$ cat config.mk
export PLATFORM = sky130hd
export DESIGN_NAME = serial_addsub
export DESIGN_NICKNAME = d
export VERILOG_FILES = /design/src/rtl/serial_arith_pkg.sv /design/src/rtl/serial_digit_adder.sv /design/src/rtl/serial_addsub.sv
export SDC_FILE = /design/constraint.sdc
export NUM_CORES = 1
export LEC_CHECK = 0
export ABC_AREA = 1
export CAP_MARGIN = 10
export CORE_MARGIN = 2
export CORE_UTILIZATION = 55
export DETAILED_ROUTE_END_ITERATION = 8
export GPL_TIMING_DRIVEN = 0
export HOLD_SLACK_MARGIN = 0.05
export PLACE_DENSITY = 0.88
export SETUP_SLACK_MARGIN = 0.02
export SLEW_MARGIN = 20
export SYNTH_ARGS = -nofsm -noshare
export SYNTH_HDL_FRONTEND = slang
export SYNTH_SLANG_ARGS = --single-unit
$ cat constraint.sdc
create_clock -name clk -period 2.2 [get_ports clk]
set_clock_uncertainty 0.05 [all_clocks]
set_input_delay 0.22 -clock clk [delete_from_list [all_inputs] [get_ports clk]]
set_output_delay 0.22 -clock clk [all_outputs]
set_load 0.01 [all_outputs]
$ cat src/rtl/serial_arith_pkg.sv
// Shared types and helpers for the digit-serial arithmetic blocks.
package serial_arith_pkg;

    // Control states of the serial add/sub sequencer
    typedef enum logic [1:0] {
        ST_IDLE = 2'd0,
        ST_RUN  = 2'd1,
        ST_DONE = 2'd2
    } state_t;

    // Width of a counter that must hold 0..n_digits inclusive
    function automatic int unsigned cnt_width(input int unsigned n_digits);
        return $clog2(n_digits + 1);
    endfunction

endpackage

$ cat src/rtl/serial_digit_adder.sv
// Combinational DIGIT-bit ripple adder slice; also exposes the carry into its top bit.
module serial_digit_adder #(
    parameter int unsigned DIGIT = 1
) (
    input  logic [DIGIT-1:0] x,
    input  logic [DIGIT-1:0] y,
    input  logic             ci,
    output logic [DIGIT-1:0] s,
    output logic             co,
    output logic             c_msb_in
);

    // Ripple the carry through the digit, capturing the carry entering the top bit
    always_comb begin
        logic c;
        s        = '0;
        co       = 1'b0;
        c_msb_in = 1'b0;
        c        = ci;
        for (int i = 0; i < int'(DIGIT); i++) begin
            if (i == int'(DIGIT) - 1) begin
                c_msb_in = c;
            end
            s[i] = x[i] ^ y[i] ^ c;
            c    = (x[i] & y[i]) | (c & (x[i] ^ y[i]));
        end
        co = c;
    end

endmodule

$ cat src/rtl/serial_addsub.sv
// Digit-serial adder/subtractor: parallel load, LSB-first processing, serial and word result.
module serial_addsub
    import serial_arith_pkg::*;
#(
    parameter int unsigned WIDTH = 8,
    parameter int unsigned DIGIT = 1
) (
    input  logic             clk,
    input  logic             reset,
    input  logic             start,
    input  logic [WIDTH-1:0] a,
    input  logic [WIDTH-1:0] b,
    input  logic             sub,
    input  logic             cin,
    output logic             busy,
    output logic             done,
    output logic [WIDTH-1:0] sum,
    output logic             cout,
    output logic             ovf,
    output logic [DIGIT-1:0] sout,
    output logic             sout_valid
);

    // Reject parameterisations the datapath cannot support
    generate
        if (WIDTH < 2 || (WIDTH % DIGIT) != 0) begin : g_bad_param
            $error("serial_addsub: WIDTH must be >= 2 and a multiple of DIGIT");
        end
    endgenerate

    localparam int unsigned NDIG = WIDTH / DIGIT;
    localparam int unsigned CW   = cnt_width(NDIG);

    state_t           r_state;
    state_t           w_next;
    logic             w_run;
    logic             w_accept;
    logic             w_last;
    logic             w_busy;
    logic             w_done;

    logic [WIDTH-1:0] r_a;
    logic [WIDTH-1:0] r_b;
    logic             r_carry;
    logic [WIDTH-1:0] r_res;
    logic [CW-1:0]    r_cnt;
    logic [WIDTH-1:0] r_sum;
    logic             r_cout;
    logic             r_ovf;
    logic [DIGIT-1:0] r_sout;
    logic             r_sout_valid;

    logic [DIGIT-1:0] w_s;
    logic             w_co;
    logic             w_c_msb_in;
    logic [WIDTH-1:0] w_res_next;

    serial_digit_adder #(
        .DIGIT (DIGIT)
    ) u_digit (
        .x        (r_a[DIGIT-1:0]),
        .y        (r_b[DIGIT-1:0]),
        .ci       (r_carry),
        .s        (w_s),
        .co       (w_co),
        .c_msb_in (w_c_msb_in)
    );

    // New digit enters at the top of the result register as it shifts right
    assign w_res_next = WIDTH'({w_s, r_res} >> DIGIT);

    // State register
    always_ff @(posedge clk or posedge reset) begin
        if (reset) begin
            r_state <= ST_IDLE;
        end else begin
            r_state <= w_next;
        end
    end

    // Next-state logic
    always_comb begin
        w_next = r_state;
        case (r_state)
            ST_IDLE: if (start)  w_next = ST_RUN;
            ST_RUN:  if (w_last) w_next = ST_DONE;
            ST_DONE: w_next = start ? ST_RUN : ST_IDLE;
            default: w_next = ST_IDLE;
        endcase
    end

    // State decodes: handshake flags and datapath enables
    always_comb begin
        w_run    = (r_state == ST_RUN);
        w_busy   = w_run;
        w_done   = (r_state == ST_DONE);
        w_accept = start && !w_run;
        w_last   = w_run && (r_cnt == CW'(NDIG - 1));
    end

    // Operand load, per-digit shifting and final result capture
    always_ff @(posedge clk or posedge reset) begin
        if (reset) begin
            r_a          <= '0;
            r_b          <= '0;
            r_carry      <= 1'b0;
            r_res        <= '0;
            r_cnt        <= '0;
            r_sum        <= '0;
            r_cout       <= 1'b0;
            r_ovf        <= 1'b0;
            r_sout       <= '0;
            r_sout_valid <= 1'b0;
        end else if (w_accept) begin
            r_a          <= a;
            r_b          <= sub ? ~b : b;
            r_carry      <= cin ^ sub;
            r_res        <= '0;
            r_cnt        <= '0;
            r_sout       <= '0;
            r_sout_valid <= 1'b0;
        end else if (w_run) begin
            r_a          <= r_a >> DIGIT;
            r_b          <= r_b >> DIGIT;
            r_carry      <= w_co;
            r_res        <= w_res_next;
            r_cnt        <= r_cnt + CW'(1);
            r_sout       <= w_s;
            r_sout_valid <= 1'b1;
            if (w_last) begin
                r_sum  <= w_res_next;
                r_cout <= w_co;
                r_ovf  <= w_c_msb_in ^ w_co;
            end
        end else begin
            r_sout_valid <= 1'b0;
        end
    end

    assign busy       = w_busy;
    assign done       = w_done;
    assign sum        = r_sum;
    assign cout       = r_cout;
    assign ovf        = r_ovf;
    assign sout       = r_sout;
    assign sout_valid = r_sout_valid;

endmodule

==> PnR_summary.wiki, run 1 <==
{| class="wikitable"
! Metric !! Value
|-
| Worst Hold Slack || 0.104 ns
|-
| Initial cell density of the core || 56.8%
|-
| Area fraction of the dominant cell type after synthesis || 54.6%
|-
| Synth Net Count || 242
|-
| Peak supply drop || 0.000668 V
|-
| Distinct cell type count after synthesis || 20
|-
| Worst-case headroom to the max-slew limit || 73.7%
|-
| Overall power consumption || 3.02 mW
|-
| Result of the run || finished clean
|-
| Synth Cell Area || 1880 um^2
|-
| Overflow after GRT || 0
|-
| DRC violation count after routing || 0
|-
| Worst Setup Path Type || flip-flop to output port
|-
| Final Slew Violations || 0
|-
| Post-synthesis area per instance || 8.58 um^2
|-
| Setup slack after placement || 0.495 ns
|-
| CTS Hold Buffers Added || 0
|-
| Hold violation count in the final report || 0
|-
| DP Wirelength || 2.65 mm
|-
| Clock-pin slew of the registers on the worst-case setup and hold paths || 0.12 ns
|-
| Area of all placed cells without fillers || 2410 um^2
|-
| CTS tree || built
|-
| Per-cell via count in the routed design || 5.02
|-
| Share of layout cells above drive strength 1 || 13.6%
|-
| Largest net degree at the start of global routing || 26
|-
| Accumulated negative setup slack || 0 ns
|-
| Vias in the first global route || 1416
|-
| Die extent in y || 62.5 um
|-
| Number of buffers inserted during clock tree synthesis || 5
|-
| Crit. End Element || output port
|-
| Actual transition at the worst max-transition pin || 0.395 ns
|-
| Number of antenna violations at the first check in global routing || 0
|-
| Deepest clock path buffer count || 2
|-
| Minimum clock period || 2.05 ns
|-
| Full die area || 3900 um^2
|-
| Dpl cell area || 2290 um^2
|-
| Net switching share of the total power || 36.0%
|-
| Register share of total power || 40.7%
|-
| Root cell of the clock tree || clkbuf_4
|-
| Cell types with the largest area share after synthesis || dfrtp_1 (55%), nand2_1 (16%), nand3_1 (8.3%)
|-
| Number of primary I/O pins || 35
|-
| Startpoint type of the worst setup path || flip-flop
|-
| Clk_lat worst skew || 0.35 ns
|-
| # diodes || 0
|-
| Number of violations reported at the end of detailed-routing iteration 0 || 82
|-
| Die X-Extent || 62.5 um
|-
| H-tree lvl count || 2
|-
| Antenna-violating nets left || 0
|-
| Leak pwr || 1.22 nW
|-
| Detail-routed net length per standard cell || 11.8 um
|-
| Sequential share of the synthesized area || 54.6%
|-
| Internal power contribution || 1.93 mW
|-
| Net count reported at finish || 287
|-
| First-pass GRT wire length || 6.39 mm
|-
| Placeable core region || 3310 um^2
|-
| Final wirelength || 3.68 mm
|-
| Top cell type by total area after synthesis || dfrtp_1
|-
| Number of clock sinks || 41
|-
| Maximum clock frequency || 0.488 GHz
|-
| Portion of total power attributed to combinational logic || 42.2%
|-
| RSZ-0062 raised after global routing || false
|-
| Flop and latch count out of synthesis || 41
|-
| R2R depth || 7
|-
| Port Buffer Count || 33
|-
| Critical path arrival || 1.78 ns
|-
| Final worst slack || 0.151 ns
|-
| Placer Congestion || 0.758
|-
| Synth Warn # || 0
|-
| CP Data Required Time || 1.93 ns
|-
| Vias after detailed routing || 1561
|-
| Worst min-delay path class || input pin to asynchronous set/reset pin
|-
| Cell count after synthesis || 219
|-
| Crit path max fanout || 11
|-
| Period utilization || 93.1%
|-
| Drt first pass iters || 5
|-
| All-Layer GR Usage || 21.0%
|-
| Final setup fails || 0
|-
| Net switching power of the design || 1.09 mW
|-
| Number of maximum-capacitance constraint violations || 0
|-
| Power share of the clock group || 17.1%
|-
| Placement row count || 21
|-
| PD cells || 1250 nW/um^2
|-
| Syn-to-layout area delta || 28.4%
|}
[flip-flops by register name (all words and copies together) (netlist names)]
signal,flops
r_cnt,4
sum,8
r_res,7
r_b,8
r_a,8
ovf,1
cout,1
sout_valid,1
r_state,2
r_carry,1
[layout make-up]
type / instances / area (um^2)
inverter: 25 / 93.8
fill: 261 / 897
tap: 46 / 57.6
sequential: 41 / 1030
clock inverter: 1 / 30.0
timing repair buffer: 38 / 388
buffer: 8 / 65.1
multi-input combinational: 145 / 698
clock buffer: 7 / 55.1
[per-layer routing]
layer | up-vias | global-route usage [%] | part of all wire (%) | wire [um]
li1 | 784 | - | - | -
met1 | 733 | 27.2 | 44 | 1620
met2 | 38 | 34.8 | 51 | 1870
met3 | 6 | 5.41 | 3.8 | 139
met4 | 0 | 6.67 | 1.3 | 49
met5 | - | 0 | 0 | 0
[synth_stat cells]
cell type	n
o22ai_1	8
o21ai_0	3
buf_8	1
a21oi_1	1
dfrtp_1	41
nand3_1	31
nand2_1	80
xnor2_1	1
nand2_2	4
xor2_1	1
buf_6	1
o21ai_2	8
inv_1	24
ha_1	1
inv_2	1
nor2_2	2
fa_1	1
buf_4	2
nor2_1	4
buf_2	4
[cells by family (layout without fill, tap and decap cells)]
| group | Yosys count | in the layout | synth area share, % |
|---|---|---|---|
| DFF | 41 | 41 | 54.6 |
| AOI/OAI and AO/OA | 20 | 20 | 7.46 |
| adders and majority gates | 2 | 2 | 1.73 |
| and+or+nand+nor | 121 | 121 | 27.0 |
| buffers and inverters | 33 | 79 | 8.26 |
| xor gates and xnor gates | 2 | 2 | 0.932 |
[cells in the final DEF (no fill, tap or decap), drive strengths merged]
| cell | instances |
|---|---|
| a21oi | 1 |
| dfrtp | 41 |
| ha | 1 |
| clkdlybuf4s50 | 33 |
| nand2 | 84 |
| buf | 13 |
| o21ai | 11 |
| bufinv | 1 |
| nor2 | 6 |
| o22ai | 8 |
| clkbuf | 7 |
| xnor2 | 1 |
| inv | 25 |
| fa | 1 |
| nand3 | 31 |
| xor2 | 1 |
[repair_timing]
action | in CTS | in global routing
endpoints found under the setup margin | 0 | 1
resized for setup | 0 | 1
setup buffers | 0 | 4
[final timing paths]
| path | startpoint | slack [ns] | endpoint |
|---|---|---|---|
| worst max-delay path | r_state[0] | 0.15 | busy |
| worst max register to register | r_cnt[0] | 0.75 | cout |
| max in group asynchronous | reset | 1.56 | r_res[5] |
| min in group clk | sub | 0.24 | r_b[7] |
| worst min register to register | r_a[7] | 0.43 | r_a[7] |
| worst min-delay path | reset | 0.10 | r_cnt[0] |
[power groups by stage]
stage | clock network, mW | registers [mW] | logic, mW
6_report | 0.517 | 1.23 | 1.27
5_1_grt | 0.555 | 1.27 | 1.42
4_1_cts | 0.523 | 1.22 | 1.22
3_5_place_dp | 0 | 1.24 | 1.21
3_3_place_gp | 0 | 1.22 | 1.15
2_1_floorplan | 0 | 1.26 | 0.737
[critical path, stage by stage (launching register included)]
cell and delay, ns:
dfrtp_1 0.42, inv_1 0.07, nor2_2 0.14, buf_6 0.14, buf_8 0.13, clkdlybuf4s50_1 0.53
[stage by stage]
stage | instances | util (%)
floorplan | 219 | -
global route | 311 | 72.9
detailed placement | 299 | 69.3
finish | 311 | 72.9
global placement | 298 | 68.5
CTS | 307 | 71.9
Note: power is estimated with default switching activity, not from simulation.
==> run 2, diff against run 1 <==
--- a/config.mk
+++ b/config.mk
@@ -12,7 +12,7 @@
 export DETAILED_ROUTE_END_ITERATION = 8
 export GPL_TIMING_DRIVEN = 0
 export HOLD_SLACK_MARGIN = 0.05
-export PLACE_DENSITY = 0.88
+export PLACE_DENSITY = 0.84
 export SETUP_SLACK_MARGIN = 0.02
 export SLEW_MARGIN = 20
 export SYNTH_ARGS = -nofsm -noshare
==> PnR_summary.wiki, run 2 (same netlist as run 1, synthesis figures left out) <==
{| class="wikitable"
! Metric !! Value
|-
| Leak pwr || 1.21 nW
|-
| Deepest clock path buffer count || 2
|-
| Largest net degree at the start of global routing || 33
|-
| Initial cell density of the core || 56.8%
|-
| Clk_lat worst skew || 0.35 ns
|-
| DRC violation count after routing || 0
|-
| Die X-Extent || 62.5 um
|-
| Vias in the first global route || 1485
|-
| Period utilization || 92.9%
|-
| Port Buffer Count || 33
|-
| PD cells || 1230 nW/um^2
|-
| Actual transition at the worst max-transition pin || 0.229 ns
|-
| Accumulated negative setup slack || 0 ns
|-
| Number of maximum-capacitance constraint violations || 0
|-
| Critical path arrival || 1.77 ns
|-
| Placement row count || 21
|-
| CTS tree || built
|-
| Worst min-delay path class || input pin to flip-flop
|-
| Worst-case headroom to the max-slew limit || 84.7%
|-
| DP Wirelength || 2.64 mm
|-
| RSZ-0062 raised after global routing || false
|-
| Detail-routed net length per standard cell || 11.7 um
|-
| Crit. End Element || output port
|-
| Die extent in y || 62.5 um
|-
| Per-cell via count in the routed design || 5.12
|-
| Placeable core region || 3310 um^2
|-
| # diodes || 0
|-
| Crit path max fanout || 11
|-
| Placer Congestion || 0.754
|-
| CP Data Required Time || 1.93 ns
|-
| Clock-pin slew of the registers on the worst-case setup and hold paths || 0.11 ns
|-
| Overflow after GRT || 0
|-
| Peak supply drop || 0.000580 V
|-
| Final setup fails || 0
|-
| Maximum clock frequency || 0.489 GHz
|-
| Final wirelength || 3.62 mm
|-
| H-tree lvl count || 2
|-
| Worst Setup Path Type || flip-flop to output port
|-
| Commonest cells after routing, fill and taps aside || nand2_1 (80), dfrtp_1 (41), clkdlybuf4s50_1 (33), nand3_1 (31), inv_1 (23)
|-
| Hold violation count in the final report || 0
|-
| Number of clock sinks || 41
|-
| Drt first pass iters || 4
|-
| All-Layer GR Usage || 21.1%
|-
| Number of cells upsized or downsized after cts || 0
|-
| Number of violations reported at the end of detailed-routing iteration 0 || 63
|-
| Syn-to-layout area delta || 27.2%
|-
| Most common library cell in the layout ignoring fill and taps || nand2_1
|-
| Minimum clock period || 2.04 ns
|-
| Final Slew Violations || 0
|-
| Vias after detailed routing || 1582
|-
| Startpoint type of the worst setup path || flip-flop
|-
| Count of filler cells inserted in the layout || 289
|-
| Result of the run || finished clean
|-
| Post-placement cell count || 299
|-
| Root cell of the clock tree || clkbuf_4
|-
| Final Non-Filler Cells || 309
|-
| Number of buffers inserted during clock tree synthesis || 5
|-
| Number of primary I/O pins || 35
|-
| Net count reported at finish || 285
|-
| Antenna-violating nets left || 0
|-
| Number of antenna violations at the first check in global routing || 0
|-
| First-pass GRT wire length || 6.48 mm
|-
| Share of layout cells above drive strength 1 || 12.5%
|-
| Full die area || 3900 um^2
|}
run 2: final timing paths:
path                            start  endpoint  slack (ns)  cells after the start
setup reg to reg             r_cnt[0]       ovf        0.80                      7
max in group asynchronous       reset    r_b[2]        0.98                      4
hold reg to reg                r_a[7]    r_a[7]        0.44                      2
setup / recovery           r_state[1]      busy        0.16                      4
hold / removal                    sub    r_b[3]        0.25                      5
min in group asynchronous       reset    sum[0]        0.69                      3
run 2: layout make-up:
class,count,area (um^2),share of cell area (%)
buffer,8,61.3,2.57
sequential,41,1030,42.9
tap,46,57.6,2.41
multi-input combinational,145,698,29.2
inverter,25,93.8,3.93
clock buffer,7,55.1,2.30
timing repair buffer,36,368,15.4
clock inverter,1,30.0,1.26
run 2: power breakdown:
group	leakage (nW)	internal (mW)	switching (mW)
Sequential	0.525	1.05	0.159
Combinational	0.640	0.562	0.652
Clock	0.0455	0.271	0.232
Total	1.21	1.89	1.04
run 2: worst max-delay path, cell delays in order (launching register included):
cell and delay (ns):
dfrtp_1 0.41, nor2_2 0.14, buf_4 0.20, buf_8 0.15, clkdlybuf4s50_1 0.53
run 2: layer usage:
| metal | vias up | share of wire, % | wire [um] | track usage [%] |
|---|---|---|---|---|
| li1 | 780 | - | - | - |
| met1 | 754 | 44 | 1580 | 25.7 |
| met2 | 45 | 51 | 1850 | 35.9 |
| met3 | 3 | 4.6 | 168 | 5.41 |
| met4 | 0 | 0.72 | 26 | 8.61 |
| met5 | - | 0 | 0 | 0 |
run 2: per-stage QoR:
stage | power (mW) | utilization (%) | area (um^2) | setup slack, ns | hold slack [ns]
6_report | 2.93 | 72.2 | 2390 | 0.157 | 0.252
5_1_grt | 3.16 | 72.2 | 2390 | 0.0560 | 0.271
4_1_cts | 2.95 | 72.0 | 2380 | 0.0813 | 0.241
3_5_place_dp | 2.44 | 69.1 | 2290 | 0.488 | 0.416
3_3_place_gp | 2.38 | 68.5 | 2270 | 0.180 | 0.409
2_1_floorplan | 1.99 | - | 1880 | 0.904 | 0.287
run 2: repair_timing:
item	4_1_cts	5_1_grt
hold endpoints to repair	9	0
hold buffers	1	0
buffers inserted	0	1
setup endpoints to repair	0	1
==> run 3, diff against run 2 <==
--- a/config.mk
+++ b/config.mk
@@ -14,6 +14,7 @@
 export HOLD_SLACK_MARGIN = 0.05
 export PLACE_DENSITY = 0.84
 export SETUP_SLACK_MARGIN = 0.02
+export SKIP_LAST_GASP = 1
 export SLEW_MARGIN = 20
 export SYNTH_ARGS = -nofsm -noshare
 export SYNTH_HDL_FRONTEND = slang
==> results of run 3 <==
Same layout as run 2: the final DEF is identical, and so are final timing and power.
